**config.mk**
```make
export PLATFORM = sky130hd
export DESIGN_NAME = fpu_issue_ctrl
export DESIGN_NICKNAME = d
export VERILOG_FILES = /design/src/rtl/fpu_pkg.sv /design/src/rtl/fpu_result_mux.sv /design/src/rtl/fpu_issue_ctrl.sv
export SDC_FILE = /design/constraint.sdc
export NUM_CORES = 1
export LEC_CHECK = 0
export BUFFER_PORTS_ARGS = -buffer_cell sky130_fd_sc_hd__buf_2
export CORE_AREA = 8 8 170 172
export CTS_BUF_LIST = sky130_fd_sc_hd__clkbuf_4
export DETAILED_ROUTE_END_ITERATION = 10
export DIE_AREA = 0 0 178 180
export PLACE_DENSITY = 0.69
export SETUP_SLACK_MARGIN = 0.05
export SLEW_MARGIN = 20
export SYNTH_ARGS = -nofsm -noshare
export SYNTH_HDL_FRONTEND = slang
export SYNTH_HIERARCHICAL = 1
export SYNTH_SLANG_ARGS = --single-unit
```
**constraint.sdc**
```tcl
create_clock -name clk -period 11 [get_ports clk]
set_clock_uncertainty 0.05 [all_clocks]
set_input_delay 1.1 -clock clk [delete_from_list [all_inputs] [get_ports clk]]
set_output_delay 1.1 -clock clk [all_outputs]
set_load 0.02 [all_outputs]
```
**src/rtl/fpu_pkg.sv**
```systemverilog
// Shared definitions for the FPU issue front-end: unit indices, controller
// states and the default integer-destination mask.
package fpu_pkg;

    localparam int DATA_W = 32;

    // Functional unit slots; the issue op is the unit index.
    localparam int FU_FEQ  = 0;
    localparam int FU_FLT  = 1;
    localparam int FU_FLE  = 2;
    localparam int FU_FADD = 3;
    localparam int FU_FMUL = 4;
    localparam int FU_FDIV = 5;

    // Compares write the integer regfile, everything else the FP regfile.
    localparam logic [7:0] DEF_INT_DST_MASK = 8'b0000_0111;

    typedef enum logic [1:0] {
        S_IDLE,
        S_ISSUE,
        S_WAIT
    } state_t;

    // One spare bit so the wait counter can reach TIMEOUT-1 without wrapping.
    function automatic int cnt_width(input int timeout);
        return $clog2(timeout) + 1;
    endfunction

endpackage

```
**src/rtl/fpu_result_mux.sv**
```systemverilog
// Selects one unit's 32-bit result out of the flattened result bus.
module fpu_result_mux
    import fpu_pkg::*;
#(
    parameter int NUM_FU = 8,
    parameter int OPW    = 3
) (
    input  logic [OPW-1:0]           sel,
    input  logic [DATA_W*NUM_FU-1:0] results,
    output logic [DATA_W-1:0]        result
);

    always_comb begin
        result = '0;
        for (int i = 0; i < NUM_FU; i++) begin
            if (sel == OPW'(i))
                result = results[DATA_W*i +: DATA_W];
        end
    end

endmodule

```
**src/rtl/fpu_issue_ctrl.sv**
```systemverilog
// Single-op sequencer: latch op, pulse the unit's enable, wait for its ready
// (bounded by TIMEOUT), then emit a one-cycle registered writeback.
module fpu_issue_ctrl
    import fpu_pkg::*;
#(
    parameter int                NUM_FU       = 8,
    parameter int                TIMEOUT      = 64,
    parameter logic [NUM_FU-1:0] INT_DST_MASK = DEF_INT_DST_MASK,
    parameter int                RD_W         = 5
) (
    input  logic                        clk,
    input  logic                        rst,
    input  logic                        issue_valid,
    output logic                        issue_ready,
    input  logic [$clog2(NUM_FU)-1:0]   issue_op,
    input  logic [DATA_W-1:0]           issue_a,
    input  logic [DATA_W-1:0]           issue_b,
    input  logic [RD_W-1:0]             issue_rd,
    output logic [DATA_W-1:0]           fu_a,
    output logic [DATA_W-1:0]           fu_b,
    output logic [NUM_FU-1:0]           fu_en,
    input  logic [NUM_FU-1:0]           fu_ready,
    input  logic [DATA_W*NUM_FU-1:0]    fu_result,
    output logic                        wb_valid,
    output logic [DATA_W-1:0]           wb_data,
    output logic [RD_W-1:0]             wb_rd,
    output logic                        wb_to_int,
    output logic                        err
);

    localparam int OPW    = $clog2(NUM_FU);
    localparam int NOPS   = 1 << OPW;
    localparam int CW     = cnt_width(TIMEOUT);
    // Last WAIT cycle still allowed to see ready; missing it means timeout.
    localparam logic [CW-1:0] CNT_LAST = CW'(TIMEOUT - 2);

    state_t            state;
    logic [OPW-1:0]    op_q;
    logic [RD_W-1:0]   rd_q;
    logic [CW-1:0]     cnt;
    logic [DATA_W-1:0] sel_result;
    logic [NOPS-1:0]   op_legal;
    logic              accept;

    // Encodings beyond NUM_FU exist whenever NUM_FU is not a power of two.
    for (genvar i = 0; i < NOPS; i++) begin : g_legal
        assign op_legal[i] = (i < NUM_FU);
    end

    assign issue_ready = (state == S_IDLE);
    assign accept      = issue_valid & issue_ready;

    fpu_result_mux #(
        .NUM_FU (NUM_FU),
        .OPW    (OPW)
    ) u_result_mux (
        .sel     (op_q),
        .results (fu_result),
        .result  (sel_result)
    );

    always_ff @(posedge clk or posedge rst) begin
        if (rst) begin
            state     <= S_IDLE;
            op_q      <= '0;
            rd_q      <= '0;
            cnt       <= '0;
            fu_a      <= '0;
            fu_b      <= '0;
            fu_en     <= '0;
            wb_valid  <= 1'b0;
            wb_data   <= '0;
            wb_rd     <= '0;
            wb_to_int <= 1'b0;
            err       <= 1'b0;
        end else begin
            fu_en    <= '0;
            wb_valid <= 1'b0;
            case (state)
                S_IDLE: begin
                    if (accept) begin
                        if (op_legal[issue_op]) begin
                            op_q  <= issue_op;
                            rd_q  <= issue_rd;
                            fu_a  <= issue_a;
                            fu_b  <= issue_b;
                            fu_en <= NUM_FU'(1) << issue_op;
                            state <= S_ISSUE;
                        end else begin
                            err <= 1'b1;
                        end
                    end
                end
                // Units have latency >= 1, so ready is not looked at here.
                S_ISSUE: begin
                    cnt   <= '0;
                    state <= S_WAIT;
                end
                S_WAIT: begin
                    if (fu_ready[op_q]) begin
                        wb_valid  <= 1'b1;
                        wb_data   <= sel_result;
                        wb_rd     <= rd_q;
                        wb_to_int <= INT_DST_MASK[op_q];
                        state     <= S_IDLE;
                    end else begin
                        cnt <= cnt + 1'b1;
                        if (cnt == CNT_LAST) begin
                            err   <= 1'b1;
                            state <= S_IDLE;
                        end
                    end
                end
                default: state <= S_IDLE;
            endcase
        end
    end

endmodule

```
==> out/qor.tcl, run 1 <==
set qor(run_status) {completed}
set qor(synth_largest_type_area_fraction_pct) 41.1
set qor(ioPinCount) 452
set qor(clkLatencyLatePin_ps) 520
set qor(worst-endpoint-arrival_ps) 3650
set qor(timing.max_slew.rel_slack_pct) 28.5
set qor(crit-reg2reg-launch) {op_q[1]$_DFFE_PP0P_}
set qor(setup_tns_ps) 0
set qor(max_clock_freq_ghz) 0.304
set qor(tritoncts_sinks) 129
set qor(clock_power_share_pct) 12.1
set qor(floorplan.die.height_microns) 180
set qor(port_buffers) 451
set qor(syn-instance-count) 731
set qor(ys_seq_area_share_pct) 41.1
set qor(detail_route.wirelength_microns) 30600
set qor(grt_pass1_vias) 8089
set qor(antenna_found_initial) 6
set qor(final.period_utilization_pct) 29.9
set qor(first_pass_iters) 6
set qor(critical_path_class) {flop to flop}
set qor(peakVddDrop_mv) 0.162
set qor(top_post_synthesis_cells_by_count) {129 x sky130_fd_sc_hd__dfrtp_1, 101 x sky130_fd_sc_hd__mux2_2, 80 x sky130_fd_sc_hd__nand2_1}
set qor(remaining_drc_errors) 0
set qor(power.switching_fraction_pct) 46.5
set qor(chip_width_microns) 178
set qor(drive_gt1_share_pct) 54.7
set qor(whs_ps) 445
set qor(globalplace.congestion) 0.887
set qor(finish.net_count) 1490
set qor(number_of_warnings_issued_by_yosys) 6
set qor(synthDistinctLibCells) 43
set qor(ys_top_cells_by_area) {sky130_fd_sc_hd__dfrtp_1 41%, sky130_fd_sc_hd__mux2_2 14%, sky130_fd_sc_hd__mux2i_1 8.4%}
set qor(pwr-share-seq_pct) 29.5
set qor(synth_largest_area_cell) {sky130_fd_sc_hd__dfrtp_1}
set qor(cts_repair_resize_count) 0
set qor(timing.critical_path.required_ps) 11360
set qor(dp_hpwl_microns) 23700
set qor(yosysMostFrequentCell) {sky130_fd_sc_hd__dfrtp_1}
set qor(clk_root_buffer_cell) {sky130_fd_sc_hd__clkbuf_4}
set qor(hp-class) {flop to flop}
set qor(drv_cap) 0
set qor(clockBufferDepth) 2
set qor(grt_pass1_wl_microns) 45800
set qor(static-leakage-power_nw) 5.11
set qor(worst_setup_sp_type) {flop}
set qor(detail_route.iter0.violations) 359
set qor(floorplan.rows) 60
set qor(floorplan_core_area_sq_um) 26400
set qor(grt_max_degree) 77
set qor(start_util_pct) 29.8
set qor(syn_nets) 1076
set qor(htree_levels) 4
set qor(crit_path_max_fanout) 52
set qor(vias) 7568
set qor(hold_viol_final) 0
set qor(timing.final.setup_violations) 0
set qor(grt_usage_pct) 18.1
set qor(p_sw_mw) 1.40
set qor(synth_seq_cells) 129
set qor(tritoncts_clock_tree) {yes}
set qor(synth_top_flop_cell) {sky130_fd_sc_hd__dfrtp_1}
set qor(post_drt_wl_per_cell_microns) 20.4
set qor(antenna_violating_nets_post_route) 0
set qor(synth_area_sq_um) 7860
set qor(clock_pin_slew_reported_for_the_worst_setup_and_hold_paths_after_clock_tree_synthesis_ps) 140
set qor(grt_setup_unrepaired) {false}
set qor(slew_viol_final) 0
set qor(p_comb_share_pct) 58.4
set qor(power.density_cell_area_nw_per_um2) 285
set qor(synth_edf_count) 0
set qor(asyncSetResetFlopFracSynth_pct) 100
set qor(grt_overflow_total) 0
set qor(worstHoldStart) {err$_DFFE_PP0P_}
set qor(postCtsHoldBufs) 0
set qor(endpoint_kind) {flop}
set qor(startpoint) {op_q[1]$_DFFE_PP0P_}
set qor(die_area_sq_um) 32000
set qor(final.min_clock_period_ps) 3290
set qor(avgViaCountPerCell) 5.04
set qor(cts-buffers-inserted) 17
set qor(synth_area_per_cell_sq_um) 10.8
set qor(cell_internal_pwr_mw) 1.61
set qor(max_slew.worst_pin.slew_ps) 1070
set qor(post-cts-setup-buffer-count) 0
set qor(area_growth_pct) 34.4
==> cell families (layout without fill, tap and decap cells) <==
group	after synthesis	count (layout)	share of synthesized area (%)
AOI/OAI and AO/OA	190	190	18.7
muxes	178	178	25.0
and+or+nand+nor	156	156	9.22
DFF	129	129	41.1
buffers and inverters	72	499	5.12
adders and majority gates	6	6	0.955
other	0	2	0
==> layout by cell type (no fill, tap or decap), types with 6 or more instances in the layout <==
cell                       netlist  layout
sky130_fd_sc_hd__mux2_2        101     101
sky130_fd_sc_hd__o31a_1         26      26
sky130_fd_sc_hd__buf_4           6       7
sky130_fd_sc_hd__nand3_1         9       9
sky130_fd_sc_hd__inv_6           0       8
sky130_fd_sc_hd__nor2_1         20      20
sky130_fd_sc_hd__a22oi_1        28      28
sky130_fd_sc_hd__mux2i_1        66      66
sky130_fd_sc_hd__a221oi_2       20      20
sky130_fd_sc_hd__a21oi_1        59      59
sky130_fd_sc_hd__buf_2          27     451
sky130_fd_sc_hd__or2_0          26      26
sky130_fd_sc_hd__mux2_4         11      11
sky130_fd_sc_hd__nand2_1        80      79
sky130_fd_sc_hd__o211ai_1       16      16
sky130_fd_sc_hd__ha_1            6       6
sky130_fd_sc_hd__a221oi_1        6       6
sky130_fd_sc_hd__dfrtp_1       129     126
sky130_fd_sc_hd__clkbuf_4        0      18
sky130_fd_sc_hd__o21ai_1        18      18
sky130_fd_sc_hd__inv_1           9       8
==> worst max-delay path: stages, from the launching register on <==
cell	delay, ps
sky130_fd_sc_hd__dfrtp_4	730
sky130_fd_sc_hd__buf_4	660
sky130_fd_sc_hd__mux2_4	390
sky130_fd_sc_hd__a2bb2oi_4	220
sky130_fd_sc_hd__nand3_2	110
sky130_fd_sc_hd__buf_4	520
sky130_fd_sc_hd__mux2_2	410
==> metal layers <==
metal | global-route usage (%) | up-vias | share of wire (%)
met1 | 20.4 | 3612 | 38
met2 | 30.5 | 383 | 48
met5 | 0 | - | 0.075
li1 | - | 3519 | -
met3 | 7.15 | 50 | 11
met4 | 5.94 | 4 | 2.5
==> area by class of cell <==
type                       count  area, sq um
fill                        2638        15800
inverter                       9         38.8
antenna                        2         5.00
timing repair buffer         458         2310
sequential                   129         3240
tap                          341          427
clock inverter                14          165
clock buffer                  18          135
multi-input combinational    530         4250
==> through the flow <==
stage | cells | power, mW | util, % | instance area [sq um] | worst slack, ps
2_1_floorplan | 731 | 2.17 | - | 7860 | 6410
3_3_place_gp | 1467 | 2.63 | 38.9 | 10300 | 7760
3_5_place_dp | 1467 | 2.67 | 38.9 | 10300 | 7690
4_1_cts | 1499 | 3.05 | 40.1 | 10600 | 7720
5_1_grt | 1501 | 3.22 | 40.1 | 10600 | 7560
6_report | 1501 | 3.02 | 40.1 | 10600 | 7710
==> flip-flops by register name (all words and copies together), names as in the netlist <==
signal	cells
fu_en	8
wb_to_int	1
rd_q	5
op_q	3
fu_b	32
wb_rd	5
state	2
err	1
cnt	7
wb_valid	1
wb_data	32
fu_a	32
==> final timing paths <==
check / end / slack (ps) / cells past startpoint
max: wb_data[8]$_DFFE_PP0N_ / 7710 / 6
min: err$_DFFE_PP0P_ / 450 / 1
max reg2reg: wb_data[8]$_DFFE_PP0N_ / 7710 / 6
min reg2reg: err$_DFFE_PP0P_ / 450 / 1
max in group asynchronous: op_q[0]$_DFFE_PP0P_ / 8850 / 3
min in group asynchronous: fu_b[26]$_DFFE_PP0P_ / 560 / 2
==> power by group through the flow <==
stage	registers [mW]	clock network, mW	logic (mW)
final	0.889	0.365	1.76
after global routing	0.922	0.402	1.90
after CTS	0.890	0.384	1.77
after detailed placement	0.896	0	1.77
after global placement	0.885	0	1.74
after floorplan	1.05	0	1.12
(Power assumes the default switching activity.)
==> run 2: changes to the inputs <==
==> constraint.sdc (replaced) <==
create_clock -name clk -period 3.1 [get_ports clk]
set_clock_uncertainty 0.05 [all_clocks]
set_input_delay 0.31 -clock clk [delete_from_list [all_inputs] [get_ports clk]]
set_output_delay 0.31 -clock clk [all_outputs]
set_load 0.02 [all_outputs]
==> run 2 against run 1 <==
Net effect:
- via count rose by 5.3%
- die area unchanged
- clock-buffer cell count is the same
- highest routed layer unchanged
- largest cell class unchanged
- setup slack lost 7100 ps
- critical path type unchanged
- combinational power increased to 3.8 times the previous value
- cell count rose by 5.7%
==> out/qor.tcl, run 2 (same netlist as run 1, synthesis figures left out) <==
set qor(ff2ff_path_depth) 6
set qor(hold_viol_final) 0
set qor(htree_levels) 4
set qor(power.total_mw) 10.8
set qor(dpl.cell_count) 1477
set qor(postCtsHoldBufs) 74
set qor(slew_viol_final) 0
set qor(grt_usage_pct) 19.3
set qor(clockBufferDepth) 2
set qor(critical_path.reg2reg.endpoint) {fu_en[0]$_DFF_PP0_}
set qor(avgViaCountPerCell) 5.02
set qor(startpoint) {state[0]$_DFFE_PP0P_}
set qor(post_drt_wl_per_cell_microns) 20.4
set qor(max_clock_freq_ghz) 0.402
set qor(global_route.usage.met1_pct) 21.5
set qor(layout.cells.most_common) {sky130_fd_sc_hd__buf_2}
set qor(final.min_clock_period_ps) 2490
set qor(timing.final.ws_setup_ps) 612
set qor(max_slew.worst_pin.slew_ps) 1070
set qor(remaining_drc_errors) 0
set qor(hp-class) {primary input to flop}
set qor(drv_cap) 0
set qor(antenna_violating_nets_post_route) 0
set qor(crit_path_max_fanout) 38
set qor(endpoint_kind) {flop}
set qor(worstHoldStart) {fu_result[200]}
set qor(post-cts-setup-buffer-count) 0
set qor(final.period_utilization_pct) 80.3
set qor(vias) 7967
set qor(critical_path_class) {flop to flop}
set qor(drive_gt1_share_pct) 51.9
set qor(placement.setup.worst_slack_ps) 759
set qor(area_growth_pct) 45.3
set qor(clk_root_buffer_cell) {sky130_fd_sc_hd__clkbuf_4}
set qor(commonest_non_fill_non_tap_cells_in_the_layout) {451 x sky130_fd_sc_hd__buf_2, 126 x sky130_fd_sc_hd__dfrtp_1, 101 x sky130_fd_sc_hd__mux2_2, 79 x sky130_fd_sc_hd__nand2_1, 74 x sky130_fd_sc_hd__dlygate4sd3_1}
set qor(crit-reg2reg-launch) {state[0]$_DFFE_PP0P_}
set qor(worst_setup_sp_type) {flop}
set qor(tritoncts_clock_tree) {yes}
set qor(finish.net_count) 1574
set qor(clock_pin_slew_reported_for_the_worst_setup_and_hold_paths_after_clock_tree_synthesis_ps) 170
set qor(chip_width_microns) 178
set qor(peakVddDrop_mv) 0.637
set qor(tritoncts_sinks) 129
set qor(dp_hpwl_microns) 24300
set qor(grt_pass1_vias) 8673
set qor(grt_overflow_total) 0
set qor(groute.layer.met3.usage_pct) 7.27
set qor(antenna_found_initial) 9
set qor(biggestRegsByFlops) {fu_a: 32 flops, fu_b: 32 flops, wb_data: 32 flops}
set qor(ioPinCount) 452
set qor(grt_max_degree) 103
set qor(floorplan.rows) 60
set qor(clkLatencyLatePin_ps) 530
set qor(timing.final.setup_violations) 0
set qor(floorplan_core_area_sq_um) 26400
set qor(detail_route.wirelength_microns) 32300
set qor(run_status) {completed}
set qor(detail_route.iter0.violations) 469
set qor(hold_path_end) {wb_data[8]$_DFFE_PP0N_}
set qor(grt_pass1_wl_microns) 48600
set qor(grt_setup_unrepaired) {false}
set qor(floorplan.die.height_microns) 180
set qor(port_buffers) 451
set qor(timing.max_slew.rel_slack_pct) 28.9
set qor(first_pass_iters) 5
set qor(globalplace.congestion) 0.875
set qor(final-instance-count-excl-fill) 1587
set qor(setup_tns_ps) 0
set qor(top_usage_layer) {met2}
set qor(worst-endpoint-arrival_ps) 2890
set qor(cts-buffers-inserted) 17
set qor(start_util_pct) 29.8
set qor(die_area_sq_um) 32000
set qor(grt_use_met2_pct) 32.6
set qor(reg2reg_setup_slack_ps) 610
set qor(timing.critical_path.required_ps) 3500
set qor(static-leakage-power_nw) 5.48
set qor(holdPathStages) 4
set qor(cts_repair_resize_count) 0
set qor(power.density_cell_area_nw_per_um2) 948
## run 2: worst max path at each step
stage	endpoint	slack (ps)	cells after the start
final	fu_en[0]$_DFF_PP0_	610	6
after global routing	fu_en[0]$_DFF_PP0_	510	6
after CTS	fu_en[0]$_DFF_PP0_	630	6
after detailed placement	wb_data[6]$_DFFE_PP0N_	760	5
after global placement	wb_data[7]$_DFFE_PP0N_	730	5
after floorplan	fu_b[0]$_DFFE_PP0P_	1040	6
## run 2: routing by layer
layer	vias to the layer above	part of all wire, %
met1	3791	38
met5	-	0.17
met3	65	11
met2	417	48
met4	8	3.2
li1	3686	-
## run 2: where the power goes
part	leakage, nW	switching (mW)	internal (mW)
logic	3.78	3.73	2.88
clock network	0.145	0.792	0.436
registers	1.55	0.531	2.46
## run 2: final cells by class
type	count	area [sq um]
inverters	9	37.5
well taps	341	427
clock inverters	14	145
clock buffers	18	135
fillers	2511	14900
flip-flops and latches	129	3240
diodes	4	10.0
multi-input cells	530	4240
repair buffers	542	3190
## run 2: through the flow
stage	area [sq um]	utilization [%]	hold slack, ps
2_1_floorplan	7870	-	331
3_3_place_gp	10400	39.4	407
3_5_place_dp	10400	39.4	404
4_1_cts	11400	43.3	97.1
5_1_grt	11400	43.3	109
6_report	11400	43.3	167
## run 2: worst max-delay path: stages, from the launching register on
cell and delay [ps]:
sky130_fd_sc_hd__dfrtp_1 440, sky130_fd_sc_hd__inv_1 140, sky130_fd_sc_hd__ha_1 340, sky130_fd_sc_hd__nand2_4 370
sky130_fd_sc_hd__buf_4 330, sky130_fd_sc_hd__nor4_1 150, sky130_fd_sc_hd__dlygate4sd3_1 580
==> run 3: changes to the inputs <==
==> constraint.sdc (replaced) <==
create_clock -name clk -period 2.5 [get_ports clk]
set_clock_uncertainty 0.05 [all_clocks]
set_input_delay 0.25 -clock clk [delete_from_list [all_inputs] [get_ports clk]]
set_output_delay 0.25 -clock clk [all_outputs]
set_load 0.02 [all_outputs]
==> run 3 against run 2 <==
Net effect:
- global-route usage grew 0.12 points
- clock power grew 22%
- clock-buffer cell count is the same
- critical path depth shrank 1
- flip-flop and latch count is the same
- die area is the same
- sequential share of layout area shrank 0.17 points
- largest cell class unchanged
- cell count grew 0.13%
- register-to-register slack lost 290 ps
- wire length grew 0.53%
- non-clock buffer count grew 3
==> out/qor.tcl, run 3 (same netlist as run 1, synthesis figures left out) <==
set qor(max_clock_freq_ghz) 0.459
set qor(tritoncts_clock_tree) {yes}
set qor(commonest_non_fill_non_tap_cells_in_the_layout) {451 x sky130_fd_sc_hd__buf_2, 126 x sky130_fd_sc_hd__dfrtp_1, 101 x sky130_fd_sc_hd__mux2_2, 79 x sky130_fd_sc_hd__nand2_1, 75 x sky130_fd_sc_hd__dlygate4sd3_1}
set qor(timing.max_slew.rel_slack_pct) 29.0
set qor(area_used_by_sequential_logic_in_the_layout_sq_um) 3240
set qor(p_comb_share_pct) 61.9
set qor(max_slew.worst_pin.slew_ps) 1060
set qor(dp_hpwl_microns) 24000
set qor(worst-endpoint-arrival_ps) 2580
set qor(timing.critical_path.required_ps) 2900
set qor(timing.critical_path.cells) {nor2b_4 -> a221oi_1 -> a21oi_1 -> o31a_1 -> mux2_4}
set qor(detail_route.wirelength_microns) 32500
set qor(static-leakage-power_nw) 5.50
set qor(area_growth_pct) 46.2
set qor(final-instance-count-excl-fill) 1589
set qor(globalplace.congestion) 0.857
set qor(drive_gt1_share_pct) 51.9
set qor(grt_overflow_total) 0
set qor(clk_root_buffer_cell) {sky130_fd_sc_hd__clkbuf_4}
set qor(slew_viol_final) 0
set qor(die_area_sq_um) 32000
set qor(finish.utilization_pct) 43.6
set qor(remaining_drc_errors) 0
set qor(endpoint_kind) {flop}
set qor(port_buffers) 451
set qor(finish.net_count) 1577
set qor(hold_viol_final) 0
set qor(antenna_found_initial) 8
set qor(clkLatencyLatePin_ps) 520
set qor(final.period_utilization_pct) 87.2
set qor(drv_cap) 0
set qor(tritoncts_sinks) 129
set qor(grt_pass1_wl_microns) 48900
set qor(clock_pin_slew_reported_for_the_worst_setup_and_hold_paths_after_clock_tree_synthesis_ps) 130
set qor(grt_setup_unrepaired) {false}
set qor(vias) 7918
set qor(start_util_pct) 29.8
set qor(worst_setup_sp_type) {flop}
set qor(worst_path_dominant_cell_family) {simple AND/OR/NAND/NOR gates}
set qor(crit_buf_inv) 0
set qor(run_status) {completed}
set qor(clockBufferDepth) 2
set qor(clock_power_share_pct) 11.1
set qor(biggestRegsByFlops) {fu_a: 32 flops, fu_b: 32 flops, wb_data: 32 flops}
set qor(final.min_clock_period_ps) 2180
set qor(crit_path_max_fanout) 26
set qor(grt_pass1_vias) 8637
set qor(htree_levels) 4
set qor(power.density_cell_area_nw_per_um2) 1170
set qor(fillerInstances) 2538
set qor(first_pass_iters) 5
set qor(p_sw_mw) 6.25
set qor(grt_usage_pct) 19.4
set qor(floorplan.die.height_microns) 180
set qor(critical_path_class) {flop to flop}
set qor(cts-buffers-inserted) 17
set qor(whs_ps) 99.2
set qor(dpl.cell_count) 1479
set qor(hp-class) {primary input to flop}
set qor(chip_width_microns) 178
set qor(floorplan.rows) 60
set qor(floorplan_core_area_sq_um) 26400
set qor(cpMaxStageDelayCell) {sky130_fd_sc_hd__nor2b_4}
set qor(grt_max_degree) 79
set qor(power.switching_fraction_pct) 46.4
set qor(detail_route.iter0.violations) 447
set qor(footprint_of_the_multi_input_gates_sq_um) 4240
set qor(cell_internal_pwr_mw) 7.24
set qor(pwr-share-seq_pct) 27.0
set qor(post_drt_wl_per_cell_microns) 20.5
set qor(ioPinCount) 452
set qor(timing.final.setup_violations) 0
set qor(setup_tns_ps) 0
set qor(cp_slowest_stage_delay_ps) 830
set qor(avgViaCountPerCell) 4.98
set qor(antenna_violating_nets_post_route) 0
set qor(layout.cells.most_common) {sky130_fd_sc_hd__buf_2}
set qor(peakVddDrop_mv) 0.693
run 3: worst paths after layout:
check / startpoint / cells past startpoint / to / slack (ps)
max: op_q[1]$_DFFE_PP0P_ / 5 / wb_data[3]$_DFFE_PP0N_ / 320
min: fu_result[200] / 4 / wb_data[8]$_DFFE_PP0N_ / 100
max reg2reg: op_q[1]$_DFFE_PP0P_ / 5 / wb_data[3]$_DFFE_PP0N_ / 320
min reg2reg: err$_DFFE_PP0P_ / 1 / err$_DFFE_PP0P_ / 450
max in group asynchronous: rst / 4 / wb_rd[3]$_DFFE_PP0N_ / 1560
min in group asynchronous: rst / 3 / fu_a[24]$_DFFE_PP0P_ / 210
run 3: timing repair:
action	4_1_cts	5_1_grt
endpoints found under the hold margin	147	0
hold buffers	75	0
buffers inserted	0	0
resized for setup	0	0
run 3: power groups by stage:
stage,sequential (mW),combinational (mW),clock (mW)
2_1_floorplan,4.62,4.91,0
3_3_place_gp,3.61,8.12,0
3_5_place_dp,3.64,8.28,0
4_1_cts,3.61,8.37,1.58
5_1_grt,3.76,8.97,1.66
6_report,3.64,8.34,1.50
run 3: final cells by class:
| type | count | area share (%) |
|---|---|---|
| Clock buffer | 18 | 1.18 |
| Inverter | 9 | 0.327 |
| Clock inverter | 14 | 1.24 |
| Antenna cell | 3 | 0.0653 |
| Timing Repair Buffer | 545 | 28.4 |
| Tap cell | 341 | 3.71 |
| Sequential cell | 129 | 28.2 |
| Multi-Input combinational cell | 530 | 36.9 |
run 3: routing by layer:
metal | vias to the layer above | share of wire (%) | routed length [microns] | GRT usage, %
met5 | - | 0.11 | 37 | 0
met4 | 6 | 2.4 | 772 | 6.10
met3 | 46 | 11 | 3600 | 7.08
met2 | 432 | 49 | 15900 | 33.5
met1 | 3740 | 37 | 12200 | 21.7
li1 | 3694 | - | - | -
run 3: worst register-to-register path, delay by kind of cell, from the launching register on:
family | cells | cell delay (ps)
AOI/OAI and AO/OA | 3 | 540
and+or+nand+nor | 1 | 830
muxes | 1 | 140
DFF | 1 | 570
run 3: metrics by stage:
stage          power, mW  setup slack [ps]  instance area [sq um]
6_report            13.5               321                  11500
5_1_grt             14.4               182                  11500
4_1_cts             13.6               327                  11500
3_5_place_dp        11.9               340                  10500
3_3_place_gp        11.7               392                  10500
2_1_floorplan       9.53               443                   7870
